--- src/rtl/rvvi_host_ack_parser_pkg.sv ---
// Shared types and helpers for the RVVI host acknowledgement receive path.
// Holds the parser state encoding, beat-layout constants and the byte-order helper.
package rvvi_host_ack_parser_pkg;

   typedef enum logic [1:0] {
      HDR  = 2'd0,
      ACK  = 2'd1,
      TRIG = 2'd2,
      DROP = 2'd3
   } parserState_t;

   localparam int HDR_LAST_BEAT        = 3;
   localparam int ACK_LAST_BEAT        = 8;
   localparam int ACK_LAST_BEAT_XLEN32 = 7;

   // Wire byte 0 sits in bits [7:0]; swapping puts it in [31:24] so
   // big-endian header fields compare directly against their registers.
   function automatic logic [31:0] byteSwap32(input logic [31:0] w);
      return {w[7:0], w[15:8], w[23:16], w[31:24]};
   endfunction

endpackage

--- src/rtl/rvvi_hdr_match.sv ---
// Combinational per-beat Ethernet header comparator for beats 0-3.
// Also exposes the subtype field, which is only meaningful on beat 3.
module rvvi_hdr_match
   import rvvi_host_ack_parser_pkg::*;
(
   input  logic [3:0]  beatIdx,
   input  logic [31:0] beatData,
   input  logic [47:0] LocalMac,
   input  logic [47:0] RemoteMac,
   input  logic [15:0] EthType,
   output logic        match,
   output logic [15:0] subtype
);

   logic [31:0] swapped;

   assign swapped = byteSwap32(beatData);
   assign subtype = swapped[15:0];

   always_comb begin
      match = 1'b0;
      case (beatIdx)
         4'd0:    match = (swapped == LocalMac[47:16]);
         4'd1:    match = (swapped == {LocalMac[15:0], RemoteMac[47:32]});
         4'd2:    match = (swapped == RemoteMac[31:0]);
         4'd3:    match = (swapped[31:16] == EthType);
         default: match = 1'b0;
      endcase
   end

endmodule

--- src/rtl/rvvi_host_ack_parser.sv ---
// RVVI receive-side parser: validates the Ethernet header of host frames,
// publishes ack fields on a Valid pulse and pulses IlaTrigger on trigger frames.
module rvvi_host_ack_parser
   import rvvi_host_ack_parser_pkg::*;
#(
   parameter int XLEN              = 64,
   parameter int FRAME_COUNT_WIDTH = 64
)(
   input  logic                         clk,
   input  logic                         reset,
   input  logic [31:0]                  RvviAxiRdata,
   input  logic [3:0]                   RvviAxiRstrb,
   input  logic                         RvviAxiRlast,
   input  logic                         RvviAxiRvalid,
   input  logic [47:0]                  LocalMac,
   input  logic [47:0]                  RemoteMac,
   input  logic [15:0]                  EthType,
   input  logic [15:0]                  AckType,
   input  logic [15:0]                  TriggerType,
   output logic                         Valid,
   output logic [XLEN-1:0]              Minstr,
   output logic [31:0]                  InterPacketDelay,
   output logic [FRAME_COUNT_WIDTH-1:0] FrameCount,
   output logic                         IlaTrigger,
   output logic [15:0]                  BadFrameCount
);

   localparam logic [3:0] LAST_PAYLOAD_BEAT =
      (XLEN == 32) ? 4'(ACK_LAST_BEAT_XLEN32) : 4'(ACK_LAST_BEAT);
   localparam logic [3:0] HDR_LAST = 4'(HDR_LAST_BEAT);

   parserState_t stateReg, stateNext;
   logic [3:0]   beatIdxReg, beatIdxNext;

   logic        hdrMatch;
   logic [15:0] subtype;
   logic        hdrOk, isAck, isTrig, payloadDone;
   logic        acceptAck, acceptTrig, dropFrame, captureEn;

   logic [31:0] delayShadowReg, delayShadowNext;
   logic [63:0] frameCountShadowReg, frameCountShadowNext;
   logic [63:0] minstrShadowReg, minstrShadowNext;

   rvvi_hdr_match hdrMatchInst (
      .beatIdx   (beatIdxReg),
      .beatData  (RvviAxiRdata),
      .LocalMac  (LocalMac),
      .RemoteMac (RemoteMac),
      .EthType   (EthType),
      .match     (hdrMatch),
      .subtype   (subtype)
   );

   assign hdrOk       = hdrMatch && (RvviAxiRstrb == 4'hF);
   assign isAck       = (subtype == AckType);
   assign isTrig      = !isAck && (subtype == TriggerType);
   assign payloadDone = (beatIdxReg >= LAST_PAYLOAD_BEAT);

   // State register
   always_ff @(posedge clk) begin
      if (reset) begin
         stateReg   <= HDR;
         beatIdxReg <= 4'd0;
      end else begin
         stateReg   <= stateNext;
         beatIdxReg <= beatIdxNext;
      end
   end

   // Next-state logic
   always_comb begin
      stateNext   = stateReg;
      beatIdxNext = beatIdxReg;
      if (RvviAxiRvalid) begin
         if (RvviAxiRlast) begin
            stateNext   = HDR;
            beatIdxNext = 4'd0;
         end else begin
            if (beatIdxReg != 4'd15)
               beatIdxNext = beatIdxReg + 4'd1;
            if (stateReg == HDR) begin
               if (!hdrOk)
                  stateNext = DROP;
               else if (beatIdxReg == HDR_LAST)
                  stateNext = isAck ? ACK : (isTrig ? TRIG : DROP);
            end
         end
      end
   end

   // Frame-completion decode; only active on the tlast beat
   always_comb begin
      acceptAck  = 1'b0;
      acceptTrig = 1'b0;
      dropFrame  = 1'b0;
      captureEn  = RvviAxiRvalid && (stateReg == ACK);
      if (RvviAxiRvalid && RvviAxiRlast) begin
         case (stateReg)
            HDR: begin
               // A header-only trigger frame is still a valid trigger
               if (hdrOk && beatIdxReg == HDR_LAST && isTrig)
                  acceptTrig = 1'b1;
               else
                  dropFrame = 1'b1;
            end
            ACK: begin
               if (payloadDone)
                  acceptAck = 1'b1;
               else
                  dropFrame = 1'b1;
            end
            TRIG:    acceptTrig = 1'b1;
            default: dropFrame  = 1'b1;
         endcase
      end
   end

   // Shadow capture with bypass so the final payload beat can coincide with tlast
   always_comb begin
      delayShadowNext      = delayShadowReg;
      frameCountShadowNext = frameCountShadowReg;
      minstrShadowNext     = minstrShadowReg;
      if (captureEn) begin
         case (beatIdxReg)
            4'd4: delayShadowNext            = RvviAxiRdata;
            4'd5: frameCountShadowNext[31:0]  = RvviAxiRdata;
            4'd6: frameCountShadowNext[63:32] = RvviAxiRdata;
            4'd7: minstrShadowNext[31:0]      = RvviAxiRdata;
            4'd8: if (XLEN == 64) minstrShadowNext[63:32] = RvviAxiRdata;
            default: ;
         endcase
      end
   end

   always_ff @(posedge clk) begin
      if (reset) begin
         delayShadowReg      <= '0;
         frameCountShadowReg <= '0;
         minstrShadowReg     <= '0;
         Valid               <= 1'b0;
         IlaTrigger          <= 1'b0;
         Minstr              <= '0;
         InterPacketDelay    <= '0;
         FrameCount          <= '0;
         BadFrameCount       <= '0;
      end else begin
         delayShadowReg      <= delayShadowNext;
         frameCountShadowReg <= frameCountShadowNext;
         minstrShadowReg     <= minstrShadowNext;
         Valid               <= acceptAck;
         IlaTrigger          <= acceptTrig;
         if (acceptAck) begin
            Minstr           <= minstrShadowNext[XLEN-1:0];
            InterPacketDelay <= delayShadowNext;
            FrameCount       <= frameCountShadowNext[FRAME_COUNT_WIDTH-1:0];
         end
         if (dropFrame && BadFrameCount != 16'hFFFF)
            BadFrameCount <= BadFrameCount + 16'd1;
      end
   end

endmodule

--- config.mk ---
export PLATFORM = sky130hd
export DESIGN_NAME = rvvi_host_ack_parser
export DESIGN_NICKNAME = d
export VERILOG_FILES = /design/src/rtl/rvvi_host_ack_parser_pkg.sv /design/src/rtl/rvvi_hdr_match.sv /design/src/rtl/rvvi_host_ack_parser.sv
export SDC_FILE = /design/constraint.sdc
export NUM_CORES = 1
export LEC_CHECK = 0
export ABC_AREA = 0
export CAP_MARGIN = 20
export CORE_AREA = 10 10 180 182
export CTS_BUF_LIST = sky130_fd_sc_hd__clkbuf_16
export DETAILED_ROUTE_END_ITERATION = 7
export DIE_AREA = 0 0 190 192
export GPL_ROUTABILITY_DRIVEN = 0
export PLACE_DENSITY = 0.88
export REMOVE_ABC_BUFFERS = 1
export SLEW_MARGIN = 20
export SYNTH_ARGS = -nofsm -noshare
export SYNTH_HDL_FRONTEND = slang
export SYNTH_SLANG_ARGS = --single-unit
--- constraint.sdc ---
create_clock -name clk -period 4.2 [get_ports clk]
set_clock_uncertainty 0.1 [all_clocks]
set_input_delay 0.63 -clock clk [delete_from_list [all_inputs] [get_ports clk]]
set_output_delay 0.63 -clock clk [all_outputs]
set_load 0.005 [all_outputs]
==> results of run 1 <==
[through the flow]
stage / setup WS (ns) / instances / cell area [um^2] / setup TNS (ns) / utilization [%]
after floorplan: -7.401 / 1364 / 13360 / -1228.26 / -
after CTS: 0.2882 / 2218 / 19020 / 0 / 66.43
after global placement: 0.2856 / 2155 / 17880 / 0 / 62.47
after detailed placement: 0.3029 / 2155 / 17880 / 0 / 62.47
final: 0.2420 / 2222 / 19030 / 0 / 66.47
after global routing: 0.03970 / 2219 / 19020 / 0 / 66.44
[state kept, by name (all words and copies together), names as in the netlist, 2 cells and up]
signal               flops
delayShadowReg          32
stateReg                 2
BadFrameCount           16
frameCountShadowReg     64
InterPacketDelay        32
minstrShadowReg         64
FrameCount              64
beatIdxReg               4
Minstr                  64
[cell type report]
| type | count | area, um^2 |
|---|---|---|
| multi-input cells | 1009 | 6459 |
| fillers | 2205 | 9599 |
| repair buffers | 407 | 4014 |
| diodes | 4 | 10.01 |
| clock inverters | 26 | 209.0 |
| well taps | 384 | 480.5 |
| inverters | 11 | 41.29 |
| clock buffers | 37 | 925.9 |
| flip-flops and latches | 344 | 6887 |
[power groups by stage]
stage / sequential (W) / clock [W] / combinational, W
2_1_floorplan: 0.00334 / 0 / 0.000193
3_3_place_gp: 0.00334 / 0 / 0.000595
3_5_place_dp: 0.00334 / 0 / 0.000603
4_1_cts: 0.00327 / 0.00313 / 0.000606
5_1_grt: 0.00327 / 0.00325 / 0.000647
6_report: 0.00327 / 0.00310 / 0.000608
[critical path, delay by kind of cell, from the launching register on]
kind | cells | cell delay [ns]
AO/OA/AOI/OAI | 4 | 1.01
XOR/XNOR | 1 | 0.44
adder cells (fa/ha/maj) | 1 | 0.39
buffers and inverters | 2 | 0.38
flip-flops | 1 | 0.39
multiplexers | 1 | 0.31
AND/OR/NAND/NOR | 4 | 0.84
[cells by family after synthesis]
kind of cell,count (synthesis),share of synthesized area (%)
and+or+nand+nor,498,15.35
adders and majority gates,5,0.4493
xor gates and xnor gates,84,5.283
DFF,344,49.46
AOI/OAI and AO/OA,261,13.43
buffers and inverters,150,4.376
muxes,161,11.65
[routing by layer]
metal / track usage (%) / wire length, um / part of all wire (%)
met1: 29.32 / 19420 / 40
met2: 42.07 / 23050 / 48
met5: 0 / 32 / 0.066
met4: 10.87 / 1798 / 3.7
met3: 7.762 / 4068 / 8.4
[cells in the mapped netlist (3+ instances only)]
cell      instances  share of area [%]
a21oi_1          39                1.4
buf_2            10               0.36
dfxtp_1         344                 49
buf_6             4               0.32
buf_1            16               0.43
xnor2_1          42                2.6
nor2_1          381                 10
ha_1              5               0.45
nand3_1          17               0.61
a22oi_1          32                1.7
o21ai_0           6               0.22
clkbuf_1        108                2.9
nand2_1          22               0.59
or3_1             5               0.22
nor3_1           10               0.36
nand4_1          15               0.67
nand2b_1          5               0.22
nor3b_1           4               0.22
a211oi_1        162                8.7
nor2b_1           5               0.22
a21oi_2           4               0.25
and3_1            3               0.13
mux2i_1         158                 11
or4_1             6               0.32
inv_1            11               0.30
xor2_1           42                2.6
nor4_1           13               0.58
[final timing paths]
check	from	to	slack, ns
setup / recovery	beatIdxReg[0]	BadFrameCount[13]	0.24
hold / removal	frameCountShadowReg[24]	frameCountShadowReg[24]	0.38
hold reg to reg	frameCountShadowReg[24]	frameCountShadowReg[24]	0.38
setup reg to reg	beatIdxReg[0]	BadFrameCount[13]	0.24
==> results.txt, run 1 <==
Status: finished, final reports clean
Overall routing resource usage: 25.19%
HP Class: reg -> reg
RSZ-0062 raised after global routing: no
Initial antenna violation count: 5
Core box area: 28630 um^2
Seq/Total Area, Yosys: 49.46%
Hold Crit Depth: 2
DRT iter0 DRCs: 1031
Sw Share: 23.45%
Max_cap viols: 0
Nets: 1998
Overflow after GRT: 0
Clock tree from TritonCTS: yes
Critical-path cell list: inv_1, ha_2, buf_4, a22oi_1, nor2_1, a21oi_1, xor2_1, nand4_1, nor4_1, a31oi_1, o21ai_2, nor4_1, mux2_4
Hold buffer count at CTS: 0
NetSw: 0.001636 W
Combinational fraction of design power: 8.7%
Worst Tran Pin Value: 1.011 ns
Drt drc: 0
Mapped Cells: 1503
DIE AREA: 36480 um^2
Pwr Total: 0.006975 W
Number of global-route vias before repair: 12340
Global-route wire length before repair: 71420 um
Clock Power Share: 44.4%
Crit path launch type: flop
Worst slew margin: 31.95%
Most frequent CP cell: nor4_1
Share of layout cells above drive strength 1: 6.652%
Root Buffer: clkbuf_16
PostCTS Resize Cnt: 0
Ys Warns: 0
Largest net degree at the start of global routing: 156
P&R area growth vs syn: 36.63%
Port Buffers: 361
Drt via density: 5.487
DRT antenna net count: 0
Depth of the CTS H-tree: 2
Max Fclk: 252.7 MHz
Setup Crit Path Kind: reg -> reg
CTS buffer count: 36
Worst vdd ir: 0.3041 mV
Pwr/cell area: 366.6 nW/um^2
Die Span Y: 192 um
Async S/R FF share, synth: 0%
Most common cell after layout, fill and taps aside: nor2_1
Final setup viols: 0
Hold Vio Cnt, Final: 0
Worst EP arrival: 4.26 ns
WP data required: 4.50 ns
Initial core utilization: 48.64%
Reg power frac: 46.9%
WL/cell: 21.77 um
Distinct cells, synth: 52
# rows: 62
Cell area after synthesis: 13920 um^2
Clock-pin slew on the worst setup and hold paths: 0.06 ns
Internal: 0.005339 W
Final hold slack: 0.3830 ns
Skew-Pair Late Insertion Delay: 0.52 ns
Worst Path Max Fanout: 16
Post-synth EDFFs: 0
Ys flop type: dfxtp_1
Setup crit end kind: flop
CP max-delay cell: xor2_1
Synth Register Bits: 344
Width of the chip: 190 um
Cell leakage power: 7.174 nW
Final worst path period share: 94.24%
Clk buf depth: 3
Clock sinks: 344
Post-CTS Setup Repair Bufs: 0
Syn_area_per_cell: 9.265 um^2
Max-slew violations: 0
Num ports: 362
Via Count: 12190
Worst Reg-to-Reg Cells: 13
DRT Pass-1 Iters: 6
Min cycle time layout: 3.958 ns
Max stage delay on crit path: 0.44 ns
Post-Route WL: 48370 um
Leading cell types in the layout, fill and taps excluded: 380 x nor2_1, 360 x clkdlybuf4s50_1, 344 x dfxtp_1, 162 x a211oi_1, 158 x mux2i_1
HPWL Detailed: 35310 um
(Power assumes the default switching activity.)
==> run 2: changes to the inputs <==
- ABC_AREA: 0 -> unset
==> results of run 2 <==
Final layout, timing and power as in run 1 (identical DEF).
==> run 3: changes to the inputs <==
- CORE_AREA: 10 10 180 182 -> 10 10 184 186
- DIE_AREA: 0 0 190 192 -> 0 0 194 196
- PLACE_DENSITY: 0.88 -> 0.84
==> run 3 against run 2 <==
  * Count of clock-buffer cells in the layout is 2 higher
  * Critical endpoint is now BadFrameCount[15]
  * First-iteration DRC count is 28% lower
  * Routed wire length is 1.8% lower
  * Critical path depth is 1 lower
  * Flip-flop and latch count stayed put
  * Die area is 4.2% higher
  * Total power is 2.1% higher
  * Maximum frequency is 1.3% lower
  * Highest routed layer unchanged
==> results.txt, run 3 (same netlist as run 1, synthesis figures left out) <==
Status: finished, final reports clean
HPWL Detailed: 35090 um
P&R area growth vs syn: 37.02%
Post-CTS Setup Repair Bufs: 0
Max Fclk: 249.3 MHz
DRT Pass-1 Iters: 6
Depth of the CTS H-tree: 2
Overall routing resource usage: 23.83%
Busiest grt layer: met2
Worst R2R Setup Slack: 0.19 ns
Final setup viols: 0
# rows: 64
Drt via density: 5.387
Worst Tran Pin Value: 1.087 ns
Via Count: 12020
WL/cell: 21.27 um
Overflow after GRT: 0
Clock sinks: 344
Initial antenna violation count: 3
Worst Hold Launch: frameCountShadowReg[56]
Max_cap viols: 0
Root Buffer: clkbuf_16
Hold Vio Cnt, Final: 0
Worst Path Max Fanout: 14
Largest net degree at the start of global routing: 183
Width of the chip: 194 um
Non-Filler Instances: 2232
Setup tns final: 0 ns
Clk buf depth: 3
Worst Reg-to-Reg Cells: 12
Post-Route WL: 47480 um
Post-placement cell count: 2163
Hold buffer count at CTS: 0
Cell leakage power: 7.190 nW
FF-to-FF End: BadFrameCount[15]
Min cycle time layout: 4.011 ns
Setup crit end kind: flop
Met1 Track Usage GR: 28.06%
Leading cell types in the layout, fill and taps excluded: 380 x nor2_1, 360 x clkdlybuf4s50_1, 344 x dfxtp_1, 162 x a211oi_1, 158 x mux2i_1
Clock tree from TritonCTS: yes
Worst slew margin: 27.55%
Share of layout cells above drive strength 1: 6.379%
Port Buffers: 361
PostCTS Resize Cnt: 0
Worst vdd ir: 0.3474 mV
RSZ-0062 raised after global routing: no
Global-route wire length before repair: 71900 um
Drt drc: 0
WP data required: 4.50 ns
Pwr/cell area: 373.2 nW/um^2
Skew-Pair Late Insertion Delay: 0.52 ns
Met2 Usage GRT: 40.37%
DIE AREA: 38020 um^2
Max-slew violations: 0
Grt met3 use: 6.854%
CTS buffer count: 38
Setup Crit Path Kind: reg -> reg
Nets: 1996
Worst EP arrival: 4.31 ns
DRT antenna net count: 0
Hold endpoint: frameCountShadowReg[56]
Core box area: 30270 um^2
Finished Cell Area: 19080 um^2
Hold Crit Depth: 2
Reg-to-Reg Start: beatIdxReg[0]
HP Class: reg -> reg
DRT iter0 DRCs: 739
Most common cell after layout, fill and taps aside: nor2_1
Clock-pin slew on the worst setup and hold paths: 0.06 ns
Crit path launch type: flop
Num ports: 362
Number of global-route vias before repair: 12130
Initial core utilization: 46.00%
Post-DP Area: 17870 um^2
Final worst path period share: 95.49%
Die Span Y: 196 um
run 3: where the power goes:
group	switching, W	internal (W)
sequential	0.00000529	0.00327
clock	0.00131	0.00193
combinational	0.000326	0.000282
run 3: area by class of cell:
type | instances | area (um^2)
multi-input combinational | 1009 | 6459
timing repair buffer | 403 | 3984
tap | 396 | 495.5
antenna | 2 | 5.005
sequential | 344 | 6887
fill | 2455 | 11190
clock inverter | 28 | 232.7
clock buffer | 39 | 975.9
inverter | 11 | 41.29
run 3: how the worst max path moves through the flow:
stage	endpoint	from	cells past startpoint	slack, ns
4_1_cts	BadFrameCount[15]	beatIdxReg[0]	12	0.28
3_5_place_dp	BadFrameCount[15]	beatIdxReg[0]	12	0.28
2_1_floorplan	FrameCount[0]	RvviAxiRvalid	4	-7.40
3_3_place_gp	BadFrameCount[1]	RvviAxiRdata[14]	10	0.34
6_report	BadFrameCount[15]	beatIdxReg[0]	12	0.19
5_1_grt	BadFrameCount[15]	beatIdxReg[3]	10	0.05
run 3: metal layers:
layer,routed length [um],vias up
met5,13,-
met4,1671,2
met3,3934,88
met2,22990,478
met1,18860,5643
li1,-,5812
run 3: per-stage QoR:
stage / total power (W) / hold slack, ns / setup slack [ns] / utilization [%]
floorplan: 0.003536 / 0.3466 / -7.401 / -
global placement: 0.003941 / 0.3585 / 0.3436 / 59.02
detailed placement: 0.003947 / 0.3688 / 0.2833 / 59.02
CTS: 0.007159 / 0.3814 / 0.2752 / 63.02
global route: 0.007332 / 0.4032 / 0.05425 / 63.03
finish: 0.007121 / 0.3789 / 0.1893 / 63.03
run 3: worst max-delay path, stage by stage (launching register included):
cell     delay, ns
dfxtp_1       0.38
inv_1         0.11
ha_2          0.35
o21ai_4       0.42
buf_4         0.28
a21oi_2       0.08
xnor2_1       0.23
or4_1         0.56
nor4_1        0.28
a31oi_1       0.20
o21ai_2       0.42
nor4_1        0.12
mux2_1        0.34
